File: config.mk
export PLATFORM = sky130hd
export DESIGN_NAME = fwd_hazard_tracker_flat
export DESIGN_NICKNAME = d
export VERILOG_FILES = /design/src/rtl/fwd_hazard_tracker_if.sv /design/src/rtl/fwd_hazard_tracker.sv /design/src/flat_wrapper.sv
export SDC_FILE = /design/constraint.sdc
export NUM_CORES = 1
export LEC_CHECK = 0
export CORE_ASPECT_RATIO = 0.6
export CORE_MARGIN = 2
export CORE_UTILIZATION = 40
export DETAILED_ROUTE_END_ITERATION = 16
export HOLD_SLACK_MARGIN = 0.03
export PLACE_DENSITY = 0.77
export SLEW_MARGIN = 20
export SYNTH_ARGS = -nofsm -noshare
export SYNTH_HDL_FRONTEND = slang
export SYNTH_SLANG_ARGS = --single-unit
File: constraint.sdc
create_clock -name clk_i -period 3.1 [get_ports clk_i]
set_input_delay 0.93 -clock clk_i [delete_from_list [all_inputs] [get_ports clk_i]]
set_output_delay 0.93 -clock clk_i [all_outputs]
set_load 0.01 [all_outputs]
File: src/rtl/fwd_hazard_tracker_if.sv
// fwd_hazard_tracker_if: ID-side request and forwarding/stall response bundle for the hazard tracker.
interface fwd_hazard_tracker_if #(
    parameter int REG_AW    = 5,
    parameter int NUM_SRC   = 2,
    parameter int FWD_DEPTH = 2,
    parameter int SEL_W     = $clog2(FWD_DEPTH + 1)
);
    logic                      stall_i;
    logic                      flush_i;
    logic                      id_valid_i;
    logic [NUM_SRC*REG_AW-1:0] id_rs_i;
    logic [REG_AW-1:0]         id_rd_i;
    logic                      id_regwrite_i;
    logic                      id_memread_i;
    logic                      stall_o;
    logic [NUM_SRC*SEL_W-1:0]  fwd_sel_o;
    logic [15:0]               stall_cnt_o;

    modport master (
        output stall_i, flush_i, id_valid_i, id_rs_i, id_rd_i, id_regwrite_i, id_memread_i,
        input  stall_o, fwd_sel_o, stall_cnt_o
    );

    modport slave (
        input  stall_i, flush_i, id_valid_i, id_rs_i, id_rd_i, id_regwrite_i, id_memread_i,
        output stall_o, fwd_sel_o, stall_cnt_o
    );
endinterface

File: src/rtl/fwd_hazard_tracker.sv
// fwd_hazard_tracker: tracks in-flight writers EX..last forwarding stage, emits registered
// forward selects for the instruction entering EX and a combinational load-use stall.
module fwd_hazard_tracker #(
    parameter int REG_AW     = 5,
    parameter int NUM_SRC    = 2,
    parameter int FWD_DEPTH  = 2,
    parameter int LOAD_STAGE = 2,
    parameter int SEL_W      = $clog2(FWD_DEPTH + 1)
) (
    input logic clk_i,
    input logic rst_i,
    fwd_hazard_tracker_if.slave bus
);
    logic [FWD_DEPTH-1:0]     entValid;
    logic [FWD_DEPTH-1:0]     entWr;
    logic [FWD_DEPTH-1:0]     entLd;
    logic [REG_AW-1:0]        entRd [FWD_DEPTH];
    logic [NUM_SRC-1:0]       srcStall;
    logic [NUM_SRC*SEL_W-1:0] nextSel;
    logic [NUM_SRC*SEL_W-1:0] fwdSel;
    logic [15:0]              stallCnt;
    logic                     loadUse;
    logic                     insert;

    // Scan oldest to youngest so the youngest matching producer overwrites older ones.
    always_comb begin
        srcStall = '0;
        nextSel  = '0;
        for (int n = 0; n < NUM_SRC; n++) begin
            for (int j = FWD_DEPTH - 1; j >= 0; j--) begin
                if (bus.id_rs_i[n*REG_AW +: REG_AW] != '0 && entValid[j] && entWr[j] &&
                    entRd[j] == bus.id_rs_i[n*REG_AW +: REG_AW]) begin
                    nextSel[n*SEL_W +: SEL_W] = SEL_W'(j + 1);
                    srcStall[n] = entLd[j] && (j + 1 < LOAD_STAGE);
                end
            end
        end
    end

    assign loadUse = bus.id_valid_i && !bus.flush_i && |srcStall;
    assign insert  = bus.id_valid_i && !bus.flush_i && !loadUse;

    assign bus.stall_o     = loadUse;
    assign bus.fwd_sel_o   = fwdSel;
    assign bus.stall_cnt_o = stallCnt;

    always_ff @(posedge clk_i) begin
        if (rst_i) begin
            entValid <= '0;
            entWr    <= '0;
            entLd    <= '0;
            for (int j = 0; j < FWD_DEPTH; j++) entRd[j] <= '0;
            fwdSel   <= '0;
            stallCnt <= '0;
        end else if (!bus.stall_i) begin
            for (int j = 1; j < FWD_DEPTH; j++) begin
                entValid[j] <= entValid[j-1];
                entWr[j]    <= entWr[j-1];
                entLd[j]    <= entLd[j-1];
                entRd[j]    <= entRd[j-1];
            end
            entValid[0] <= insert;
            entWr[0]    <= bus.id_regwrite_i && bus.id_rd_i != '0;
            entLd[0]    <= bus.id_memread_i;
            entRd[0]    <= bus.id_rd_i;
            fwdSel      <= insert ? nextSel : '0;
            if (loadUse && stallCnt != 16'hFFFF) stallCnt <= stallCnt + 16'd1;
        end
    end
endmodule

File: src/flat_wrapper.sv
// flat-port wrapper written by rule: the top's interface ports become plain ports
module fwd_hazard_tracker_flat 
#(
    parameter int REG_AW     = 5,
    parameter int NUM_SRC    = 2,
    parameter int FWD_DEPTH  = 2,
    parameter int LOAD_STAGE = 2,
    parameter int SEL_W      = $clog2(FWD_DEPTH + 1)
)
  (clk_i, rst_i, bus_stall_i, bus_flush_i, bus_id_valid_i, bus_id_rs_i, bus_id_rd_i, bus_id_regwrite_i, bus_id_memread_i, bus_stall_o, bus_fwd_sel_o, bus_stall_cnt_o);
  fwd_hazard_tracker_if #(.REG_AW(REG_AW), .NUM_SRC(NUM_SRC), .FWD_DEPTH(FWD_DEPTH), .SEL_W(SEL_W)) bus_i ();
  input logic clk_i;
  input logic rst_i;
  input wire logic [$bits(bus_i.stall_i)-1:0] bus_stall_i;
  input wire logic [$bits(bus_i.flush_i)-1:0] bus_flush_i;
  input wire logic [$bits(bus_i.id_valid_i)-1:0] bus_id_valid_i;
  input wire logic [$bits(bus_i.id_rs_i)-1:0] bus_id_rs_i;
  input wire logic [$bits(bus_i.id_rd_i)-1:0] bus_id_rd_i;
  input wire logic [$bits(bus_i.id_regwrite_i)-1:0] bus_id_regwrite_i;
  input wire logic [$bits(bus_i.id_memread_i)-1:0] bus_id_memread_i;
  output wire logic [$bits(bus_i.stall_o)-1:0] bus_stall_o;
  output wire logic [$bits(bus_i.fwd_sel_o)-1:0] bus_fwd_sel_o;
  output wire logic [$bits(bus_i.stall_cnt_o)-1:0] bus_stall_cnt_o;
  assign bus_i.stall_i = bus_stall_i;
  assign bus_i.flush_i = bus_flush_i;
  assign bus_i.id_valid_i = bus_id_valid_i;
  assign bus_i.id_rs_i = bus_id_rs_i;
  assign bus_i.id_rd_i = bus_id_rd_i;
  assign bus_i.id_regwrite_i = bus_id_regwrite_i;
  assign bus_i.id_memread_i = bus_id_memread_i;
  assign bus_stall_o = bus_i.stall_o;
  assign bus_fwd_sel_o = bus_i.fwd_sel_o;
  assign bus_stall_cnt_o = bus_i.stall_cnt_o;
  fwd_hazard_tracker #(.REG_AW(REG_AW), .NUM_SRC(NUM_SRC), .FWD_DEPTH(FWD_DEPTH), .LOAD_STAGE(LOAD_STAGE), .SEL_W(SEL_W)) u_core (.clk_i(clk_i), .rst_i(rst_i), .bus(bus_i));
endmodule
==> results.md, run 1 <==
Floorplan:
- 43 I/O pins were placed.
- The vertical die dimension is 55.8 um.
- The core box area is 4190 um2.
- The area of the die is 5030 um2.
- Measured along the x axis, the die boundary spans 90.3 um.
- The initialized floorplan defines 18 standard-cell rows.
- The initial core utilization is 42.7%.

Worst setup path:
- The maximum fanout encountered on the critical timing path is 3.
- The startpoint kind of the worst setup timing path is an input port.
- At the worst endpoint, the arrival time is 2.10 ns.
- The required time at the worst-slack endpoint is 2.17 ns.
- The critical path capture point type is an output pin.
- The path type of the worst setup path is input port to output pin.

Pwr:
- The analysis attributes to cell leakage a power of 0.907 nW.
- The post-layout total power is 0.914 mW.
- The worst-case IR drop observed on VDD is 206 uV.
- The power density over the cells is 368 nW/um2.

Run:
- The number of maximum-capacitance constraint violations is 0.

Placed design:
- The quantity of I/O buffers inserted on ports is 42.
- The final RePlAce weighted congestion is 0.867.
- The detailed placer's ending HPWL is 3140 um.

STA:
- The worst pin sits at a relative slew slack of 62.0%.
- The count of endpoints failing hold in the final timing report is 0.
- Setup repair after global routing left no endpoint under its margin.
- The accumulated negative setup slack is 0 ns.
- Setup violations remaining at the end of the flow were counted as 0.
- In the finished design, the share of the clock period the worst path needs comes to 97.7%.
- The slew at the pin with the worst max-slew slack is 0.567 ns.
- The count of final max-slew check failures was 0.
- The clock arrives with 0.00463 ns of skew.
- The clock period could shrink to 3.03 ns.
- Timing would allow up to 0.330 GHz.

Yosys:
- By area the synthesized netlist is led by sky130_fd_sc_hd__dfxtp_1 28%, sky130_fd_sc_hd__edfxtp_1 17%, sky130_fd_sc_hd__xor2_1 7.4%, sky130_fd_sc_hd__xnor2_1 3.9%, sky130_fd_sc_hd__and2_1 3.5%.
- Synthesis instantiated 34 different standard cells from the library.
- After technology mapping, the gate count stands at 186.
- The proportion of netlist area held by the largest area contributor is 28.0%.
- The number of synthesized flops with an enable pin is 10.
- Summed over all instances, the cell type with the most area after synthesis is sky130_fd_sc_hd__dfxtp_1.
- The proportion of synthesized chip area in sequential cells is 44.8%.
- By count the netlist is led by 25 x sky130_fd_sc_hd__dfxtp_1, 15 x sky130_fd_sc_hd__nor2_1, 15 x sky130_fd_sc_hd__xor2_1.
- Synthesis inferred 35 register bits.
- The most common cell in the netlist is sky130_fd_sc_hd__dfxtp_1.
- Counting flops with an async set or reset pin after synthesis yields a share of 0%.
- After synthesis the cells add up to 1790 um2.
- The synthesized netlist net count is 209.
- The mean post-synth cell area is 9.61 um2.
- The count of yosys warnings during synthesis is 0.
- The flip-flop cell with the highest count after synthesis is sky130_fd_sc_hd__dfxtp_1.

Clock network:
- Buffers added to address setup during post-CTS repair amount to 0.
- The number of buffers created by CTS is 5.
- The clock tree from TritonCTS is built.
- CTS placed an instance of sky130_fd_sc_hd__clkbuf_8 at the clock tree root.
- The clock passes through at most 2 buffers.
- The clock insertion delay at the later pin of the skew report is 0.28 ns.
- The clock tree synthesis step divided the H-tree into 2 levels.
- For this design, the sink count on the clock tree is 35.
- The clock slew at the register clock pins of the worst setup and hold paths is 0.07 ns.

Route:
- Across all layers, the routed design uses 1566 vias.
- The count of antenna-violating nets left after detailed routing is 0.
- After detailed routing, the number of vias per cell comes to 5.07.
- The final routed wirelength across all metal layers is 4050 um.
- After detailed routing, the number of remaining DRC violations is 0.
- The first detailed-routing pass ran for 4 iterations.
- The DRC marker count from the first detailed-route iteration is 103.
- The post-detailed-route wirelength per cell is 13.1 um.

Global routing:
- For this run the aggregate overflow at the end of global routing stands at 0.
- The number of global-route vias before repair is 1391.
- Entering global routing, the biggest net connects 21 pins.
- The first global-routing pass estimated 6690 um of wire.
- The global-route usage over all layers is 16.5%.
- The initial antenna violation count came to 0.

Layout:
- The number of antenna diodes in the final layout is 0.
- Registers take 801 um2.
- The final net count is 271.
- The layout filler cell count is 365.
- The area of combinational cells with multiple inputs is 986 um2.
- Cells with a size suffix above 1 make up 18.5% of the layout.
- The area added between synthesis and finish is 39.1%.

Worst hold path:
- The tightest min-delay check is of the register to register type.

Outcome:
- The run finished with clean final reports.
[kinds of logic after synthesis]
| logic type | Yosys count | share of synthesized area, % |
|---|---|---|
| adders and majority gates | 1 | 0.700 |
| muxes | 4 | 2.24 |
| DFF | 35 | 44.8 |
| AOI/OAI and AO/OA | 35 | 12.9 |
| buffers and inverters | 9 | 2.31 |
| and+or+nand+nor | 79 | 25.8 |
| xor gates and xnor gates | 23 | 11.3 |
[power breakdown]
part	internal [mW]	leakage, nW	switching (mW)
registers	0.484	0.311	0.0161
clock network	0.158	0.0422	0.155
logic	0.0576	0.554	0.0436
total	0.699	0.907	0.215
[per-layer routing]
layer / global-route usage [%] / share of wire, % / up-vias
li1: - / - / 803
met2: 20.4 / 39 / 47
met5: 0 / 0 / -
met3: 4.34 / 5.7 / 0
met4: 3.96 / 0 / 0
met1: 27.1 / 55 / 716
[worst paths after layout]
path                                               from  cells past startpoint                        end  slack (ns)
worst max-delay path                     bus_id_rs_i[4]                      7                bus_stall_o        0.07
worst max register to register       u_core.entRd[0][0]                      7  u_core.bus.stall_cnt_o[3]        0.87
worst min register to register  u_core.bus.fwd_sel_o[3]                      2    u_core.bus.fwd_sel_o[3]        0.46
worst min-delay path            u_core.bus.fwd_sel_o[3]                      2    u_core.bus.fwd_sel_o[3]        0.46
[state kept, by name (all words and copies together), names as in the netlist]
signal and count:
u_core.entRd 10, u_core.entWr 2, u_core.entValid 2, u_core.bus.stall_cnt_o 16, u_core.bus.fwd_sel_o 4, u_core.entLd 1
[per-stage QoR]
step                      instance area, um2  util (%)  hold WS [ns]  setup WS [ns]  cells
after floorplan                         1790         -         0.435          0.201    186
after global placement                  2390      57.1         0.435         -0.739    301
after detailed placement                2390      57.1         0.456         -0.746    301
after CTS                               2490      59.6         0.466        0.00889    309
after global routing                    2480      59.3         0.498       0.000458    309
final                                   2480      59.3         0.458         0.0703    309
[cell usage in the layout (no fill, tap or decap), types with 4 or more instances in the layout]
cell                              instances
sky130_fd_sc_hd__a21oi_1                 11
sky130_fd_sc_hd__and2_1                  10
sky130_fd_sc_hd__buf_2                    6
sky130_fd_sc_hd__buf_4                   16
sky130_fd_sc_hd__clkbuf_8                 5
sky130_fd_sc_hd__clkdlybuf4s50_1         31
sky130_fd_sc_hd__dfxtp_1                 25
sky130_fd_sc_hd__edfxtp_1                10
sky130_fd_sc_hd__inv_1                    4
sky130_fd_sc_hd__mux2i_1                  4
sky130_fd_sc_hd__nand2_1                 12
sky130_fd_sc_hd__nand3_1                  6
sky130_fd_sc_hd__nand4_1                  7
sky130_fd_sc_hd__nor2_1                  13
sky130_fd_sc_hd__nor4_1                   5
sky130_fd_sc_hd__o21ai_0                  7
sky130_fd_sc_hd__or3_1                    6
sky130_fd_sc_hd__or4_1                    6
sky130_fd_sc_hd__xnor2_1                  6
sky130_fd_sc_hd__xor2_1                  15
[worst max-delay path, cell delays in order]
cell and delay, ns:
sky130_fd_sc_hd__clkdlybuf4s15_2 0.21, sky130_fd_sc_hd__or4_4 0.43, sky130_fd_sc_hd__nor2_4 0.12, sky130_fd_sc_hd__nor4_4 0.06
sky130_fd_sc_hd__o21ai_2 0.15, sky130_fd_sc_hd__nor2_1 0.06, sky130_fd_sc_hd__buf_2 0.13
[timing repair]
item | 4_1_cts | 5_1_grt
hold buffers | 0 | 0
pin swaps | 12 | 7
resized for setup | 47 | 2
endpoints found under the setup margin | 1 | 1
[layout make-up]
class	count	share of cell area, %
clock inverters	1	0.201
inverters	4	0.604
multi-input cells	142	39.7
flip-flops and latches	35	32.2
repair buffers	60	21.2
well taps	60	3.02
clock buffers	7	3.07
Power figures use the tool's default switching activity.
==> run 2, diff against run 1 <==
Clock period 3.1 ns to 2.9 ns, I/O delays scaled along.
==> results.md, run 2 (same netlist as run 1, synthesis figures left out) <==
Outcome:
- The flow ran to the end, but the final reports show violations.
- The final reports fail on negative setup slack.

Floorplan:
- The area of the die is 5030 um2 (unchanged).
- The boundary pin count is 43 (unchanged).
- The initial core utilization is 42.7% (unchanged).
- The core box area is 4190 um2 (unchanged).
- The number of rows in the core area is 18 (unchanged).
- The width of the die came to 90.3 um (unchanged).
- The vertical die dimension is 55.8 um (unchanged).

Global routing:
- The largest net degree at the start of global routing was 21 (unchanged).
- The initial antenna violation count is 0 (unchanged).
- The wire length of the first global-routing pass is 7120 um (+6.4%).
- The global-route usage over all layers is 18.2% (+1.7 points).
- The global-route congestion overflow total is 0 (unchanged).
- The number of global-route vias before repair is 1455 (+4.6%).

Worst setup path:
- The critical path is of the input port to output pin type.
- The arrival time at the worst endpoint is 2.07 ns (-0.03 ns).
- The capture point of the worst reg-to-reg path is u_core.bus.stall_cnt_o[3].
- The worst reg-to-reg setup slack is 0.46 ns (-0.41 ns).
- The startpoint kind of the worst setup timing path is an input port.
- STA classifies the critical path endpoint as an output pin.
- The cell depth of the worst flop-to-flop path was 9 (+2).
- The maximum fanout encountered on the critical timing path is 2 (-1).
- The required time at the worst-slack endpoint is 2.03 ns (-0.14 ns).
- In this run the critical register-to-register path is launched from u_core.entRd[0][4].

STA:
- The count of endpoints failing hold in the final timing report is 0 (unchanged).
- The slack of the critical path was -0.0370 ns (-0.107 ns).
- The slew at the pin with the worst max-slew slack is 0.488 ns (-0.0794 ns).
- Setup repair after global routing could not meet its margin everywhere.
- The maximum clock frequency is 0.340 GHz.
- The count of final max-slew check failures is 0 (unchanged).
- The final setup violation count is 1 (+1).
- The smallest clock period supported by the final layout is computed as 2.94 ns.
- The worst clock skew is 0.00864 ns (+0.00401 ns).
- The fraction of the cycle the final worst path needs is 101%.
- The worst-case headroom to the max-slew limit is 67.2% (+5.1 points).

Layout:
- Leaving out fill and tap cells, the most frequent cell in the layout is sky130_fd_sc_hd__clkdlybuf4s50_1.
- The layout filler cell count is 380 (+4.1%).
- The area added between synthesis and finish is 40.5%.
- The top cell types in the final layout, fill and taps aside, are 31 x sky130_fd_sc_hd__clkdlybuf4s50_1, 25 x sky130_fd_sc_hd__dfxtp_1, 22 x sky130_fd_sc_hd__buf_4, 15 x sky130_fd_sc_hd__xor2_1, 13 x sky130_fd_sc_hd__nor2_1.
- The final net count is 276 (+1.8%).
- The flip-flop count of the largest register, all copies and words added was 16 (unchanged).
- The antenna cell count was 0 (unchanged).
- The share of cells above drive strength 1 is 18.1% (-0.36 points).

Route:
- The final routed wirelength across all metal layers is 4300 um (+6.1%).
- The vias after detailed routing was 1647 (+5.2%).
- The length of the first detailed-routing pass in iterations is 7 (+3).
- The count of antenna-violating nets left after detailed routing is 0 (unchanged).
- The post-detailed-route via-to-cell ratio was 5.25 (+3.5%).
- The remaining routing DRC violations is 0 (unchanged).
- The DRC marker count from the first detailed-route iteration came to 67 (-35%).
- The post-detailed-route wirelength per cell came to 13.7 um (+4.5%).

Clock network:
- The number of buffers created by CTS came to 5 (unchanged).
- The depth of the CTS H-tree is 2 (unchanged).
- The number of sinks on the clock net is 35 (unchanged).
- The buffer depth of the longest clock path was 2 (unchanged).
- The tree is rooted in a sky130_fd_sc_hd__clkbuf_8.
- TritonCTS built the clock tree.
- The clock insertion delay at the later pin of the skew report is 0.29 ns (about the same).
- The clock slew at the register clock pins of the worst setup and hold paths is 0.07 ns (about the same).

Worst hold path:
- The startpoint identified for the worst hold timing path is u_core.bus.fwd_sel_o[1].
- The worst min-delay path class is register to register.
- The sink of the worst hold path is u_core.bus.fwd_sel_o[1].
- The number of stages on the worst hold path is 2 (unchanged).

Pwr:
- The power density over the cells is 393 nW/um2 (+6.8%).
- The worst-case vdd ir drop came to 206 uV (about the same).
- The post-layout total power is 0.987 mW (+8.0%).
- The leakage dissipation is 0.923 nW (+1.7%).

Placed design:
- The quantity of I/O buffers inserted on ports came to 42 (unchanged).
- The final RePlAce weighted congestion is 0.871 (+0.43%).
- The pre-CTS worst setup slack is -0.824 ns (-0.0780 ns).
- The detailed placer's ending HPWL came to 3290 um (+4.6%).

Run:
- The number of maximum-capacitance constraint violations is 0 (unchanged).
-- run 2: cell types whose count changed in the layout (fill, tap and decap cells not counted), moves of 2 or more --
cell / change
sky130_fd_sc_hd__clkbuf_2: -2
sky130_fd_sc_hd__buf_4: +6
sky130_fd_sc_hd__buf_6: +2
sky130_fd_sc_hd__xnor2_1: +2
sky130_fd_sc_hd__xnor2_2: -2
sky130_fd_sc_hd__clkdlybuf4s15_2: -3
-- run 2: metrics by stage --
| step | hold WS [ns] | std cells | setup TNS, ns | util [%] | area, um2 |
|---|---|---|---|---|---|
| after floorplan | 0.435 | 186 | 0 | - | 1790 |
| after global placement | 0.442 | 303 | -2.25 | 57.4 | 2410 |
| after detailed placement | 0.445 | 303 | -2.79 | 57.4 | 2410 |
| after CTS | 0.454 | 312 | -0.0466 | 59.4 | 2490 |
| after global routing | 0.469 | 314 | -0.108 | 59.9 | 2510 |
| final | 0.447 | 314 | -0.0370 | 59.9 | 2510 |
-- run 2: worst max-delay path, stage by stage --
cell                      delay (ns)
sky130_fd_sc_hd__buf_6          0.09
sky130_fd_sc_hd__or4_4          0.54
sky130_fd_sc_hd__nor2_4         0.13
sky130_fd_sc_hd__nor4_4         0.06
sky130_fd_sc_hd__o21ai_2        0.19
sky130_fd_sc_hd__nor2_1         0.05
sky130_fd_sc_hd__buf_2          0.13
-- run 2: cell type report --
type                    instances  area [um2]  area share, %
clock buffers                   8        80.1           3.19
inverters                       4        15.0          0.598
multi-input cells             142         971           38.7
flip-flops and latches         35         801           31.9
well taps                      60        75.1           2.99
repair buffers                 65         569           22.7
-- run 2: how the worst max path moves through the flow --
| stage | from | endpoint | slack, ns | cells past startpoint |
|---|---|---|---|---|
| 6_report | bus_id_rs_i[5] | bus_stall_o | -0.04 | 7 |
| 5_1_grt | bus_id_rs_i[5] | bus_stall_o | -0.11 | 7 |
| 4_1_cts | bus_id_rs_i[2] | bus_stall_o | -0.05 | 7 |
| 3_5_place_dp | bus_id_rs_i[1] | bus_stall_o | -0.82 | 7 |
| 3_3_place_gp | bus_id_rs_i[5] | bus_stall_o | -0.82 | 7 |
| 2_1_floorplan | bus_id_rs_i[5] | bus_stall_o | 0.12 | 5 |
-- run 2: per-layer routing --
metal / up-vias / global-route usage [%] / part of all wire (%)
met5: - / 0 / 0
met4: 0 / 8.57 / 2.0
met3: 8 / 5.69 / 5.9
met2: 50 / 22.7 / 39
met1: 767 / 27.7 / 53
li1: 822 / - / -
-- run 2: power by group --
part | internal [mW] | switching, mW | total (mW) | leakage (nW)
combinational | 0.0615 | 0.0476 | 0.109 | 0.573
clock | 0.171 | 0.172 | 0.343 | 0.0395
sequential | 0.518 | 0.0174 | 0.535 | 0.311
-- run 2: timing repair --
action	CTS	global route
endpoints found under the setup margin	1	1
hold buffers	0	0
setup buffers	1	2
resized for setup	45	3
endpoints found under the hold margin	0	0
pin swaps	10	6
==> run 3, diff against run 2 <==
Settings changed: GPL_ROUTABILITY_DRIVEN from default to 0, RECOVER_POWER from default to 50, SLEW_MARGIN 20 to 30.
==> results.md, run 3 (same netlist as run 1, synthesis figures left out) <==
Route:
- The post-detailed-route via-to-cell ratio was 5.26 (+0.24%).
- The vias after detailed routing is 1651 (+0.24%).
- The final routed wirelength across all metal layers was 4310 um (+0.14%).
- The length of the first detailed-routing pass in iterations is 4 (-3).
- The DRC marker count from the first detailed-route iteration was 70 (+4.5%).
- The count of antenna-violating nets left after detailed routing is 0 (unchanged).
- The remaining routing DRC violations was 0 (unchanged).
- The post-detailed-route wirelength per cell was 13.7 um (+0.14%).

Run:
- The number of maximum-capacitance constraint violations is 0 (unchanged).

Worst setup path:
- The required time at the worst-slack endpoint came to 2.03 ns (about the same).
- The cell depth of the worst flop-to-flop path was 9 (unchanged).
- The worst setup path is launched from an input port.
- The count of buffering cells on the critical path with inverters included came to 2 (unchanged).
- The critical path goes through buf_6 -> or4_4 -> nor2_4 -> nor4_4 -> o21ai_2 -> nor2_1 -> buf_2.
- The critical path capture point type is an output pin.
- The arrival time at the worst endpoint is 2.06 ns (about the same).
- The maximum fanout encountered on the critical timing path is 2 (unchanged).
- The critical-path cell with the highest stage delay is sky130_fd_sc_hd__or4_4.
- The capture point of the worst reg-to-reg path is u_core.bus.stall_cnt_o[3].
- The highest cell delay on the worst timing path is 0.54 ns (about the same).
- The worst setup path is of the input port to output pin kind.
- The worst register-to-register path begins at u_core.entRd[0][4].
- The worst reg-to-reg setup slack was 0.46 ns (about the same).
- In this design, the largest share of critical-path delay is due to simple AND/OR/NAND/NOR gates.

Pwr:
- The leakage dissipation is 0.909 nW (-1.6%).
- The worst-case vdd ir drop is 206 uV (-0.17%).
- The switching component of the power is 0.237 mW (-0.22%).
- The combinational share of power is 10.8% (-0.3 points).
- The power share of the sequential group came to 54.4% (+0.2 points).
- The power density over the cells is 394 nW/um2 (+0.14%).
- The switching part of the total power is 24.1% (about the same).
- The clock network fraction of total power came to 34.8% (about the same).
- The internal power came to 0.747 mW (-0.34%).

STA:
- The slack of the critical path was -0.0345 ns (+0.00249 ns).
- The final setup violation count came to 1 (unchanged).
- The count of endpoints failing hold in the final timing report is 0 (unchanged).
- The worst-case headroom to the max-slew limit is 40.3% (-27 points).
- Setup repair after global routing could not meet its margin everywhere.
- The time the final worst path needs with I/O delays and setup is 2.93 ns (-0.00249 ns).
- The worst clock skew is 0.00574 ns (-0.00290 ns).
- The maximum clock frequency is 0.341 GHz (about the same).
- The count of final max-slew check failures came to 0 (unchanged).
- The slew at the pin with the worst max-slew slack came to 0.895 ns (+0.407 ns).
- The fraction of the cycle the final worst path needs is 101% (about the same).

Global routing:
- The global-route usage over all layers is 18.2% (unchanged).
- The global-route congestion overflow total is 0 (unchanged).
- The number of global-route vias before repair came to 1455 (unchanged).
- The initial antenna violation count is 0 (unchanged).
- The wire length of the first global-routing pass is 7120 um (unchanged).
- The largest net degree at the start of global routing is 21 (unchanged).

Placed design:
- The pre-CTS worst setup slack was -0.824 ns (unchanged).
- The quantity of I/O buffers inserted on ports is 42 (unchanged).
- The detailed placer's ending HPWL is 3290 um (unchanged).

Worst hold path:
- The worst hold path terminates at u_core.bus.fwd_sel_o[1].
- In this run the most critical hold path is launched from u_core.bus.fwd_sel_o[1].
- The number of stages on the worst hold path is 2 (unchanged).
- The worst min-delay path class is register to register.

Layout:
- The flip-flop count of the largest register, all copies and words added is 16 (unchanged).
- From synthesis to final layout, the design area changed by 39.9%.
- The top cell types in the final layout, fill and taps aside, are 29 x sky130_fd_sc_hd__clkdlybuf4s50_1, 25 x sky130_fd_sc_hd__dfxtp_1, 19 x sky130_fd_sc_hd__buf_4, 15 x sky130_fd_sc_hd__xor2_1, 13 x sky130_fd_sc_hd__nor2_1.
- The final net count is 276 (unchanged).
- The post-route core utilization is 59.7% (-0.27 points).
- The antenna cell count is 0 (unchanged).
- The share of cells above drive strength 1 is 16.9% (-1.2 points).
- The leading cell type in the layout, fill and taps excluded is sky130_fd_sc_hd__clkdlybuf4s50_1.

Floorplan:
- The boundary pin count is 43 (unchanged).
- The core box area came to 4190 um2 (unchanged).
- The width of the die came to 90.3 um (unchanged).
- The initial core utilization is 42.7% (unchanged).
- The vertical die dimension was 55.8 um (unchanged).
- The area of the die is 5030 um2 (unchanged).
- The number of rows in the core area is 18 (unchanged).

Clock network:
- The clock tree from TritonCTS is built.
- The buffer depth of the longest clock path came to 2 (unchanged).
- The clock slew at the register clock pins of the worst setup and hold paths is 0.07 ns (about the same).
- The clock insertion delay at the later pin of the skew report was 0.29 ns (about the same).
- The depth of the CTS H-tree is 2 (unchanged).
- The number of sinks on the clock net is 35 (unchanged).
- The clock root buffer is sky130_fd_sc_hd__clkbuf_8.
- The number of buffers created by CTS is 5 (unchanged).

Outcome:
- The flow ran to the end, but the final reports show violations.
- The final reports fail on negative setup slack.
## run 3: power groups by stage
stage / Sequential (mW) / Combinational (mW) / Clock, mW
2_1_floorplan: 0.539 / 0.0513 / 0
3_3_place_gp: 0.544 / 0.107 / 0
3_5_place_dp: 0.545 / 0.109 / 0
4_1_cts: 0.534 / 0.108 / 0.346
5_1_grt: 0.536 / 0.116 / 0.375
6_report: 0.535 / 0.107 / 0.343
## run 3: layout make-up
class / count / area (um2)
inverter: 4 / 15.0
tap: 60 / 75.1
clock buffer: 8 / 80.1
sequential: 35 / 801
multi-input combinational: 142 / 971
fill: 383 / 1690
timing repair buffer: 65 / 558
## run 3: worst max-delay path by stage
stage / startpoint / to / slack, ns / cells after the start
floorplan: bus_id_rs_i[5] / bus_stall_o / 0.12 / 5
global route: bus_id_rs_i[5] / bus_stall_o / -0.11 / 7
detailed placement: bus_id_rs_i[1] / bus_stall_o / -0.82 / 7
CTS: bus_id_rs_i[2] / bus_stall_o / -0.05 / 7
global placement: bus_id_rs_i[5] / bus_stall_o / -0.82 / 7
finish: bus_id_rs_i[5] / bus_stall_o / -0.03 / 7
## run 3: repair_timing
| action | in CTS | in global routing |
|---|---|---|
| setup buffers | 1 | 2 |
| setup endpoints to repair | 1 | 1 |
| hold buffers | 0 | 0 |
| endpoints found under the hold margin | 0 | 0 |
| pin swaps | 10 | 6 |
| resized for setup | 45 | 3 |
## run 3: worst register-to-register path: stages (launching register included)
cell and delay (ns):
sky130_fd_sc_hd__edfxtp_1 0.48, sky130_fd_sc_hd__xnor2_1 0.24, sky130_fd_sc_hd__nand4_1 0.16, sky130_fd_sc_hd__nor4_4 0.20
sky130_fd_sc_hd__buf_4 0.15, sky130_fd_sc_hd__buf_4 0.09, sky130_fd_sc_hd__buf_4 0.14, sky130_fd_sc_hd__o211ai_2 0.22
sky130_fd_sc_hd__or4b_1 0.52, sky130_fd_sc_hd__a21oi_1 0.16
## run 3: per-layer routing
layer  global-route usage, %  up-vias  wire length (um)
met5                       0        -                 0
met4                    8.57        0                84
met3                    5.69        8               250
met2                    22.7       50              1660
met1                    27.7      769              2310
li1                        -      824                 -
## run 3: metrics by stage
step / setup TNS (ns) / hold slack [ns] / instance area (um2) / power (mW) / instances
global route: -0.108 / 0.469 / 2500 / 1.03 / 314
CTS: -0.0466 / 0.454 / 2490 / 0.988 / 312
global placement: -2.25 / 0.442 / 2410 / 0.651 / 303
floorplan: 0 / 0.435 / 1790 / 0.590 / 186
detailed placement: -2.79 / 0.445 / 2410 / 0.654 / 303
finish: -0.0345 / 0.446 / 2500 / 0.984 / 314
